$ cat src/rtl/bp_fe_bht_update_queue.sv
// bp_fe_bht_update_queue: FIFO of resolved-branch updates draining one per cycle into the BHT write port.
// Optional same-cycle bypass when empty is enabled by defining BP_FE_BHT_UPDQ_BYPASS_EN.
module bp_fe_bht_update_queue #(
   parameter int bht_idx_width_p = 9,
   parameter int els_p           = 4,
   localparam int ptr_w          = $clog2(els_p),
   localparam int cnt_w          = $clog2(els_p + 1)
) (
   input  logic                       clk_i,
   input  logic                       reset_n_i,
   input  logic                       upd_v_i,
   input  logic [bht_idx_width_p-1:0] upd_idx_i,
   input  logic                       upd_taken_i,
   output logic                       upd_ready_o,
   input  logic                       stall_i,
   input  logic                       flush_i,
   output logic                       w_v_o,
   output logic [bht_idx_width_p-1:0] idx_w_o,
   output logic                       correct_o,
   output logic [cnt_w-1:0]           count_o
);
   logic [bht_idx_width_p-1:0] idx_q [els_p];
   logic                       taken_q [els_p];
   logic [ptr_w-1:0]           head_q, head_d, tail_q, tail_d;
   logic [cnt_w-1:0]           count_q, count_d;
   logic                       empty, full, enq, deq, byp;
   // handshake, write-port drive and next-state pointers/occupancy
   always_comb begin
      empty       = count_q == '0;
      full        = count_q == cnt_w'(els_p);
      upd_ready_o = reset_n_i & ~full & ~flush_i;
      deq         = ~empty & ~stall_i & ~flush_i;
`ifdef BP_FE_BHT_UPDQ_BYPASS_EN
      byp         = reset_n_i & empty & ~stall_i & ~flush_i & upd_v_i;
      w_v_o       = deq | byp;
      idx_w_o     = byp ? upd_idx_i : idx_q[head_q];
      correct_o   = byp ? upd_taken_i : taken_q[head_q];
`else
      byp         = 1'b0;
      w_v_o       = deq;
      idx_w_o     = idx_q[head_q];
      correct_o   = taken_q[head_q];
`endif
      enq         = upd_v_i & upd_ready_o & ~byp;
      head_d      = flush_i ? '0 : (deq ? head_q + ptr_w'(1) : head_q);
      tail_d      = flush_i ? '0 : (enq ? tail_q + ptr_w'(1) : tail_q);
      count_d     = flush_i ? '0 : count_q + cnt_w'(enq) - cnt_w'(deq);
      count_o     = count_q;
   end
   // pointer/occupancy state and entry storage; reset clears everything so outputs never show X
   always_ff @(posedge clk_i or negedge reset_n_i) begin
      if (!reset_n_i) begin
         head_q  <= '0;
         tail_q  <= '0;
         count_q <= '0;
         for (int i = 0; i < els_p; i++) begin
            idx_q[i]   <= '0;
            taken_q[i] <= 1'b0;
         end
      end else begin
         head_q  <= head_d;
         tail_q  <= tail_d;
         count_q <= count_d;
         if (enq) begin
            idx_q[tail_q]   <= upd_idx_i;
            taken_q[tail_q] <= upd_taken_i;
         end
      end
   end
endmodule
$ cat config.mk
export PLATFORM = sky130hd
export DESIGN_NAME = bp_fe_bht_update_queue
export DESIGN_NICKNAME = d
export VERILOG_FILES = /design/src/rtl/bp_fe_bht_update_queue.sv
export SDC_FILE = /design/constraint.sdc
export NUM_CORES = 1
export LEC_CHECK = 0
export ABC_CLOCK_PERIOD_IN_PS = 4050
export CAP_MARGIN = 25
export CORE_ASPECT_RATIO = 0.6
export CORE_MARGIN = 8
export CORE_UTILIZATION = 55
export DETAILED_ROUTE_END_ITERATION = 10
export PLACE_DENSITY = 0.79
export SLEW_MARGIN = 10
export SYNTH_ARGS = -nofsm -noshare
export SYNTH_HDL_FRONTEND = slang
export SYNTH_SLANG_ARGS = --single-unit
$ cat constraint.sdc
create_clock -name clk_i -period 4.05 [get_ports clk_i]
set_clock_uncertainty 0.2 [all_clocks]
set_input_delay 0.81 -clock clk_i [delete_from_list [all_inputs] [get_ports clk_i]]
set_output_delay 0.81 -clock clk_i [all_outputs]
set_load 0.01 [all_outputs]
==> summary.md, run 1 <==
| Metric | Value |
|---|---|
| Status | finished clean |
| Met3 routed WL | roughly 170 µm |
| Post-CTS setup repair buffer count | 0 |
| Post-detailed-routing wire length | 4.61 mm |
| Cell family with most CP delay | flip-flops |
| Critical setup path kind | reg -> out |
| Wire length of the first global-routing pass | roughly 7.6 mm |
| Layout overhead on the synthesized area | 19.8% |
| Start of the worst register-to-register path | count_o[1] |
| Cell area after synthesis | around 0.0024 mm² |
| # setup viols final | 0 |
| Global-route congestion overflow total | 0 |
| Starting DRC count in detailed routing | 67 |
| CORE AREA | ~0.0041 mm² |
| Depth of the worst register-to-register path | 10 |
| CP Cell Sequence | mux4_2, clkdlybuf4s50_1 |
| DRT antenna net count | 0 |
| Vias per inst | 5.53 |
| Overall fraction of global-route tracks in use | 15.0% |
| Cell row count | 18 |
| Count of unresolved DRC violations after routing | 0 |
| Post-synth net total | about 160 |
| Final total negative setup slack | 0 ns |
| Post-synthesis register bit count | 47 |
| Final Cycle Share | 81.3% |
| Cell variety after synth | 24 |
| Post-synth EDFFs | 0 |
| Ant diodes | 0 |
| Wire length on met2 | between 2 and 2.5 mm |
| Clock latency on the worst-skew pair | roughly 0.30 ns |
| F_max | about 300 MHz |
| Clock sink total | 47 |
| DIE AREA | ~0.0068 mm² |
| Resized Gates After CTS | 0 |
| Area taken by flip-flops and latches | 0.00118 mm² |
| Power density over the cells | 598 mW/mm² |
| Minimum setup slack among reg-to-reg paths | 1.40 ns |
| Average instance area after synthesis | between 15 and 20 µm² |
| Pin count of the biggest net entering global routing | 31 |
| Async set-or-reset flop fraction in the synthesized netlist | between 90% and 100% |
| Total of buffers placed on input and output ports | 29 |
| Arrival time at the worst endpoint | 2.28 ns |
| Fraction of layout cells with a size suffix above 1 | roughly two fifths |
| Number of nets in the final layout | 200 |
| Transition time at the pin with the least slew margin | 0.773 ns |
| Clock transition at the register clock pins on the worst setup and hold paths after CTS | roughly 0.090 ns |
| Die Wd | roughly 100 µm |
| Total number of H-tree levels | 2 |
| Final hold slack | between 0.3 and 0.4 ns |
| Slew Limit Headroom | between 40% and 50% |
| CTS Buf Count | 5 |
| Final hold violation count | 0 |
| Count of mapped cells out of synthesis | 142 |
| Top flip-flop cell by instance count after synthesis | sky130_fd_sc_hd__dfrtp_1 |
| Buf/Inv on CP | 1 |
| Worst path required time | between 3 and 4 ns |
| R2R Path End | count_o[2] |
| Combined area of the multi-input logic cells | approximately 0.0012 mm² |
| Number of maximum-capacitance violations | 0 |
| Filler cells | approximately 280 |
| Routability congestion estimate | between 0.7 and 0.8 |
| Met1 wire length | between 2 and 2.5 mm |
| CP startpoint kind | flip-flop |
| Longest individual stage delay on the worst path | about 0.85 ns |
| Post-DR wirelength/cell | 19.3 µm |
| Worst Hold Class | in -> async |
| Master of the slowest instance on the critical path | sky130_fd_sc_hd__dfrtp_1 |
| IR drop worst, VDD | 0.312 mV |
| Crit. End Element | primary output |
| Number of antenna violations at the first check in global routing | 0 |
| Detailed placer's ending HPWL | between 3 and 4 mm |
| Count of TritonRoute iterations in the first routing pass | 4 |
| Number of global-route vias before repair | between 1,000 and 1,500 |
| Post-CTS Hold Buffers | 0 |
| Library cell used as clock root buffer | sky130_fd_sc_hd__clkbuf_8 |
| Static leakage power | around 1.2 nW |
| Worst-path fanout max | 13 |
| Count of pins on the block boundary | 30 |
| CTS tree | yes |
| Seq/Total Area, Yosys | about half |
| Largest buffer count on any clock path | 2 |
| Number of warnings issued by yosys | 0 |
| Starting utilization of the core area | 57.5% |
| Count of final max-slew check failures | 0 |
| Top layer used by detailed routing | met4 |
| Die boundary height | 67.0 µm |
| Count of vias placed by the detailed router | between 1,000 and 1,500 |
| Setup repair after global routing missed its margin | no |
| Clock period minus worst slack | approximately 3.3 ns |
-- where the power goes --
group	leakage, nW	switching (W)	internal (W)
combinational	0.593	0.000226	0.000470
clock	0.0422	0.000151	0.000121
sequential	0.614	0.000124	0.000612
-- final cells by class --
class | count | area share, %
Clock buffer | 7 | 2.68
Clock inverter | 1 | 0.176
Inverter | 5 | 0.658
Multi-Input combinational cell | 83 | 40.8
Sequential cell | 47 | 41.2
Tap cell | 60 | 2.63
Timing Repair Buffer | 36 | 11.8
-- state kept, by name, summed over array words and instances, names as in the netlist --
name / count
taken_q: 4
count_o: 3
idx_q: 36
tail_q: 2
head_q: 2
-- cell usage after synthesis (2+ instances only) --
cell type,n,area (µm²)
sky130_fd_sc_hd__a21oi_1,2,10.0
sky130_fd_sc_hd__buf_2,2,10.0
sky130_fd_sc_hd__buf_6,4,45.0
sky130_fd_sc_hd__dfrtp_1,47,1180
sky130_fd_sc_hd__ha_1,6,75.1
sky130_fd_sc_hd__inv_1,5,18.8
sky130_fd_sc_hd__mux2_4,40,601
sky130_fd_sc_hd__mux4_2,10,225
sky130_fd_sc_hd__nand2b_1,2,12.5
sky130_fd_sc_hd__nor2_1,3,11.3
sky130_fd_sc_hd__nor3_1,3,15.0
sky130_fd_sc_hd__nor4b_2,4,60.1
sky130_fd_sc_hd__o21ai_0,2,10.0
sky130_fd_sc_hd__or3_1,2,12.5
-- layer usage --
layer,up-vias,global-route usage (%)
li1,586,-
met1,708,20.2
met2,20,22.4
met3,8,4.89
met4,0,4.97
met5,-,0
-- layout by cell type, fill, tap and decap left out --
cell type                         synthesis  routed
sky130_fd_sc_hd__buf_2                    2       1
sky130_fd_sc_hd__mux4_2                  10      10
sky130_fd_sc_hd__nor2_1                   3       3
sky130_fd_sc_hd__ha_1                     6       6
sky130_fd_sc_hd__or3_1                    2       2
sky130_fd_sc_hd__xnor2_1                  1       1
sky130_fd_sc_hd__clkinv_2                 0       1
sky130_fd_sc_hd__mux2i_1                  1       1
sky130_fd_sc_hd__nor3b_4                  1       1
sky130_fd_sc_hd__mux2_2                   1       1
sky130_fd_sc_hd__mux2_4                  40      40
sky130_fd_sc_hd__nor3b_1                  1       1
sky130_fd_sc_hd__nor3_1                   3       3
sky130_fd_sc_hd__a21oi_1                  2       2
sky130_fd_sc_hd__clkdlybuf4s50_1          0      28
sky130_fd_sc_hd__clkbuf_8                 0       5
sky130_fd_sc_hd__clkbuf_1                 1       2
sky130_fd_sc_hd__o21ai_0                  2       2
sky130_fd_sc_hd__inv_1                    5       5
sky130_fd_sc_hd__xor2_1                   1       1
sky130_fd_sc_hd__buf_4                    0       7
sky130_fd_sc_hd__nand2_1                  1       1
sky130_fd_sc_hd__nor4b_4                  0       4
sky130_fd_sc_hd__dfrtp_1                 47      47
sky130_fd_sc_hd__fa_1                     1       1
sky130_fd_sc_hd__nor2b_1                  1       1
sky130_fd_sc_hd__nand2b_1                 2       2
-- worst max path at each step --
| stage | end | cells past startpoint | startpoint |
|---|---|---|---|
| 3_5_place_dp | count_o[2] | 11 | flush_i |
| 4_1_cts | idx_w_o[2] | 2 | head_q[0] |
| 5_1_grt | idx_w_o[2] | 2 | head_q[0] |
| 3_3_place_gp | count_o[2] | 11 | flush_i |
| 2_1_floorplan | count_o[2] | 9 | flush_i |
| 6_report | idx_w_o[2] | 2 | head_q[0] |
-- per-stage QoR --
step	setup WS, ns	utilization, %	power, W	instance area (µm²)	std cells
after global routing	0.653	68.8	0.00180	2850	239
final	0.757	68.8	0.00171	2850	239
after detailed placement	0.541	66.8	0.00144	2770	231
after global placement	0.659	66.8	0.00141	2770	231
after CTS	0.718	68.8	0.00172	2850	239
after floorplan	1.31	-	0.00115	2380	142
-- kinds of logic after synthesis --
logic type,Yosys count,share of synthesized area (%)
multiplexers,52,35.6
flip-flops,47,49.4
AND/OR/NAND/NOR,18,6.20
buffers and inverters,12,3.26
adder cells (fa/ha/maj),7,3.99
AO/OA/AOI/OAI,4,0.841
XOR/XNOR,2,0.736
Note: power is estimated with default switching activity, not from simulation.
==> run 2, diff against run 1 <==
- ABC_CLOCK_PERIOD_IN_PS: 4050 -> 3100
- clock period: 4.05 -> 3.1 ns (I/O delays scaled with it)
==> summary.md, run 2 (synthesis results as in run 1) <==
| Metric | Value |
|---|---|
| Switching pwr | 0.000646 W (was 0.000502 W) |
| Count of pins on the block boundary | 30 (unchanged) |
| CTS Buf Count | 5 (unchanged) |
| Post-detailed-routing wire length | 4.65 mm (was 4.61 mm) |
| Number of cells in the finished layout apart from fillers | 242 (was 239) |
| Post-DR wirelength/cell | 19.2 µm (was 19.3 µm) |
| Routability congestion estimate | 0.751 (was 0.779) |
| Clock latency on the worst-skew pair | 0.30 ns (about the same) |
| DIE AREA | 0.00676 mm² (unchanged) |
| Total of buffers placed on input and output ports | 29 (unchanged) |
| Number of antenna violations at the first check in global routing | 0 (unchanged) |
| Fraction of layout cells with a size suffix above 1 | 41.8% (was 39.1%) |
| Static leakage power | 1.27 nW (was 1.25 nW) |
| Largest register by flop count | idx_q (unchanged) |
| Global-route congestion overflow total | 0 (unchanged) |
| Die boundary height | 67.0 µm (unchanged) |
| CTS tree | yes (unchanged) |
| Wire length of the first global-routing pass | 7.91 mm (was 7.61 mm) |
| Power density over the cells | 775 mW/mm² (was 598 mW/mm²) |
| Power after layout | 0.00224 W (was 0.00171 W) |
| Most frequent cells in the layout | 46 x sky130_fd_sc_hd__dfrtp_1, 40 x sky130_fd_sc_hd__mux2_4, 28 x sky130_fd_sc_hd__clkdlybuf4s50_1 (was 47 x sky130_fd_sc_hd__dfrtp_1, 40 x sky130_fd_sc_hd__mux2_4, 28 x sky130_fd_sc_hd__clkdlybuf4s50_1) |
| Most common library cell in the layout ignoring fill and taps | sky130_fd_sc_hd__dfrtp_1 (unchanged) |
| Largest buffer count on any clock path | 2 (unchanged) |
| Setup repair after global routing missed its margin | no (unchanged) |
| Pin count of the biggest net entering global routing | 29 (was 31) |
| Combinational fraction of design power | 40.6% (was 40.8%) |
| Slew Limit Headroom | 62.5% (was 48.5%) |
| Ant diodes | 0 (unchanged) |
| Count of final max-slew check failures | 0 (unchanged) |
| Arrival time at the worst endpoint | 2.07 ns (was 2.28 ns) |
| Summed area of non-filler cells in the final layout | 0.00289 mm² (was 0.00285 mm²) |
| Status | finished clean (unchanged) |
| Number of flip-flops in the largest register | 36 (unchanged) |
| Placed insts | 235 (was 231) |
| Cell internal pwr | 0.00159 W (was 0.00120 W) |
| Layout overhead on the synthesized area | 21.3% (was 19.8%) |
| Sequential share of power | 42.9% (was 43.2%) |
| Post-CTS Hold Buffers | 0 (unchanged) |
| Final total negative setup slack | 0 ns (unchanged) |
| Crit. End Element | primary output (unchanged) |
| Starting utilization of the core area | 57.5% (unchanged) |
| Area after DPL | 0.00280 mm² (was 0.00277 mm²) |
| Overall fraction of global-route tracks in use | 15.7% (was 15.0%) |
| Critical setup path kind | in -> out (was reg -> out) |
| Clock period minus worst slack | approximately 2.9 ns |
| CORE AREA | 0.00414 mm² (unchanged) |
| Number of global-route vias before repair | 1,524 (was 1,434) |
| Vias per inst | 5.45 (was 5.53) |
| Cell row count | 18 (unchanged) |
| Number of nets in the final layout | 204 (was 200) |
| Library cell used as clock root buffer | sky130_fd_sc_hd__clkbuf_8 (unchanged) |
| CP startpoint kind | primary input (was flip-flop) |
| Count of vias placed by the detailed router | 1,318 (was 1,322) |
| Clock transition at the register clock pins on the worst setup and hold paths after CTS | 0.08 ns (was 0.09 ns) |
| Count of TritonRoute iterations in the first routing pass | 4 (unchanged) |
| Clock sink total | 47 (unchanged) |
| DRT antenna net count | 0 (unchanged) |
| Worst-path fanout max | 7 (was 13) |
| Die Wd | 101 µm (unchanged) |
| Total number of H-tree levels | 2 (unchanged) |
| Detailed placer's ending HPWL | 3.34 mm (was 3.29 mm) |
| Worst Hold Class | in -> async (unchanged) |
| Number of maximum-capacitance violations | 0 (unchanged) |
| Transition time at the pin with the least slew margin | 0.563 ns (was 0.773 ns) |
| Final core utilization | 69.7% (was 68.8%) |
| F_max | roughly 350 MHz |
| Fraction of power spent switching nets | 28.9% (was 29.4%) |
| Final Cycle Share | between 90 and 100% |
| Worst path required time | 2.28 ns (was 3.04 ns) |
| Post-CTS setup repair buffer count | 0 (unchanged) |
| # setup viols final | 0 (unchanged) |
| Resized Gates After CTS | 1 (was 0) |
| IR drop worst, VDD | 0.419 mV (was 0.312 mV) |
| Starting DRC count in detailed routing | 36 (was 67) |
| Power share of the clock group | 16.5% (was 16.0%) |
| Minimum setup slack among reg-to-reg paths | 0.53 ns (was 1.40 ns) |
| Final hold violation count | 0 (unchanged) |
| Count of unresolved DRC violations after routing | 0 (unchanged) |
run 2: routing by layer:
layer | part of all wire (%) | routed length [µm] | vias up | GRT usage, %
met5 | 0 | 0 | - | 0
met3 | 6.0 | 280 | 12 | 6.13
li1 | - | - | 596 | -
met4 | 2.0 | 93 | 0 | 6.26
met1 | 45 | 2090 | 684 | 19.6
met2 | 47 | 2190 | 26 | 24.1
run 2: stage by stage:
stage | worst slack [ns] | hold WS, ns
after floorplan | 0.555 | 0.124
after global placement | 0.241 | 0.288
after detailed placement | 0.143 | 0.291
after CTS | 0.225 | 0.123
after global routing | 0.162 | 0.137
final | 0.214 | 0.123
run 2: power groups by stage:
stage	combinational, W	sequential [W]	clock (W)
3_5_place_dp	0.000922	0.000965	0
2_1_floorplan	0.000591	0.000904	0
6_report	0.000910	0.000960	0.000369
3_3_place_gp	0.000896	0.000952	0
4_1_cts	0.000922	0.000964	0.000382
5_1_grt	0.000981	0.000990	0.000409
run 2: worst max-delay path, cell delays in order:
cell                              delay [ns]
sky130_fd_sc_hd__clkdlybuf4s50_1        0.52
sky130_fd_sc_hd__nor3_1                 0.33
sky130_fd_sc_hd__clkdlybuf4s50_1        0.60
run 2: cell type report:
| cell class | instances | area (µm²) |
|---|---|---|
| fillers | 284 | 1250 |
| repair buffers | 40 | 368 |
| inverters | 5 | 18.8 |
| flip-flops and latches | 47 | 1180 |
| clock buffers | 6 | 82.6 |
| clock inverters | 1 | 5.00 |
| multi-input cells | 83 | 1160 |
| well taps | 60 | 75.1 |
run 2: final timing paths:
path | depth (start not counted) | startpoint | to
min in group clk_i | 1 | idx_q[12] | idx_q[12]
min | 2 | reset_n_i | count_o[0]
max reg2reg | 10 | count_o[1] | count_o[2]
max in group asynchronous | 2 | reset_n_i | head_q[0]
min reg2reg | 1 | idx_q[12] | idx_q[12]
max | 3 | flush_i | w_v_o
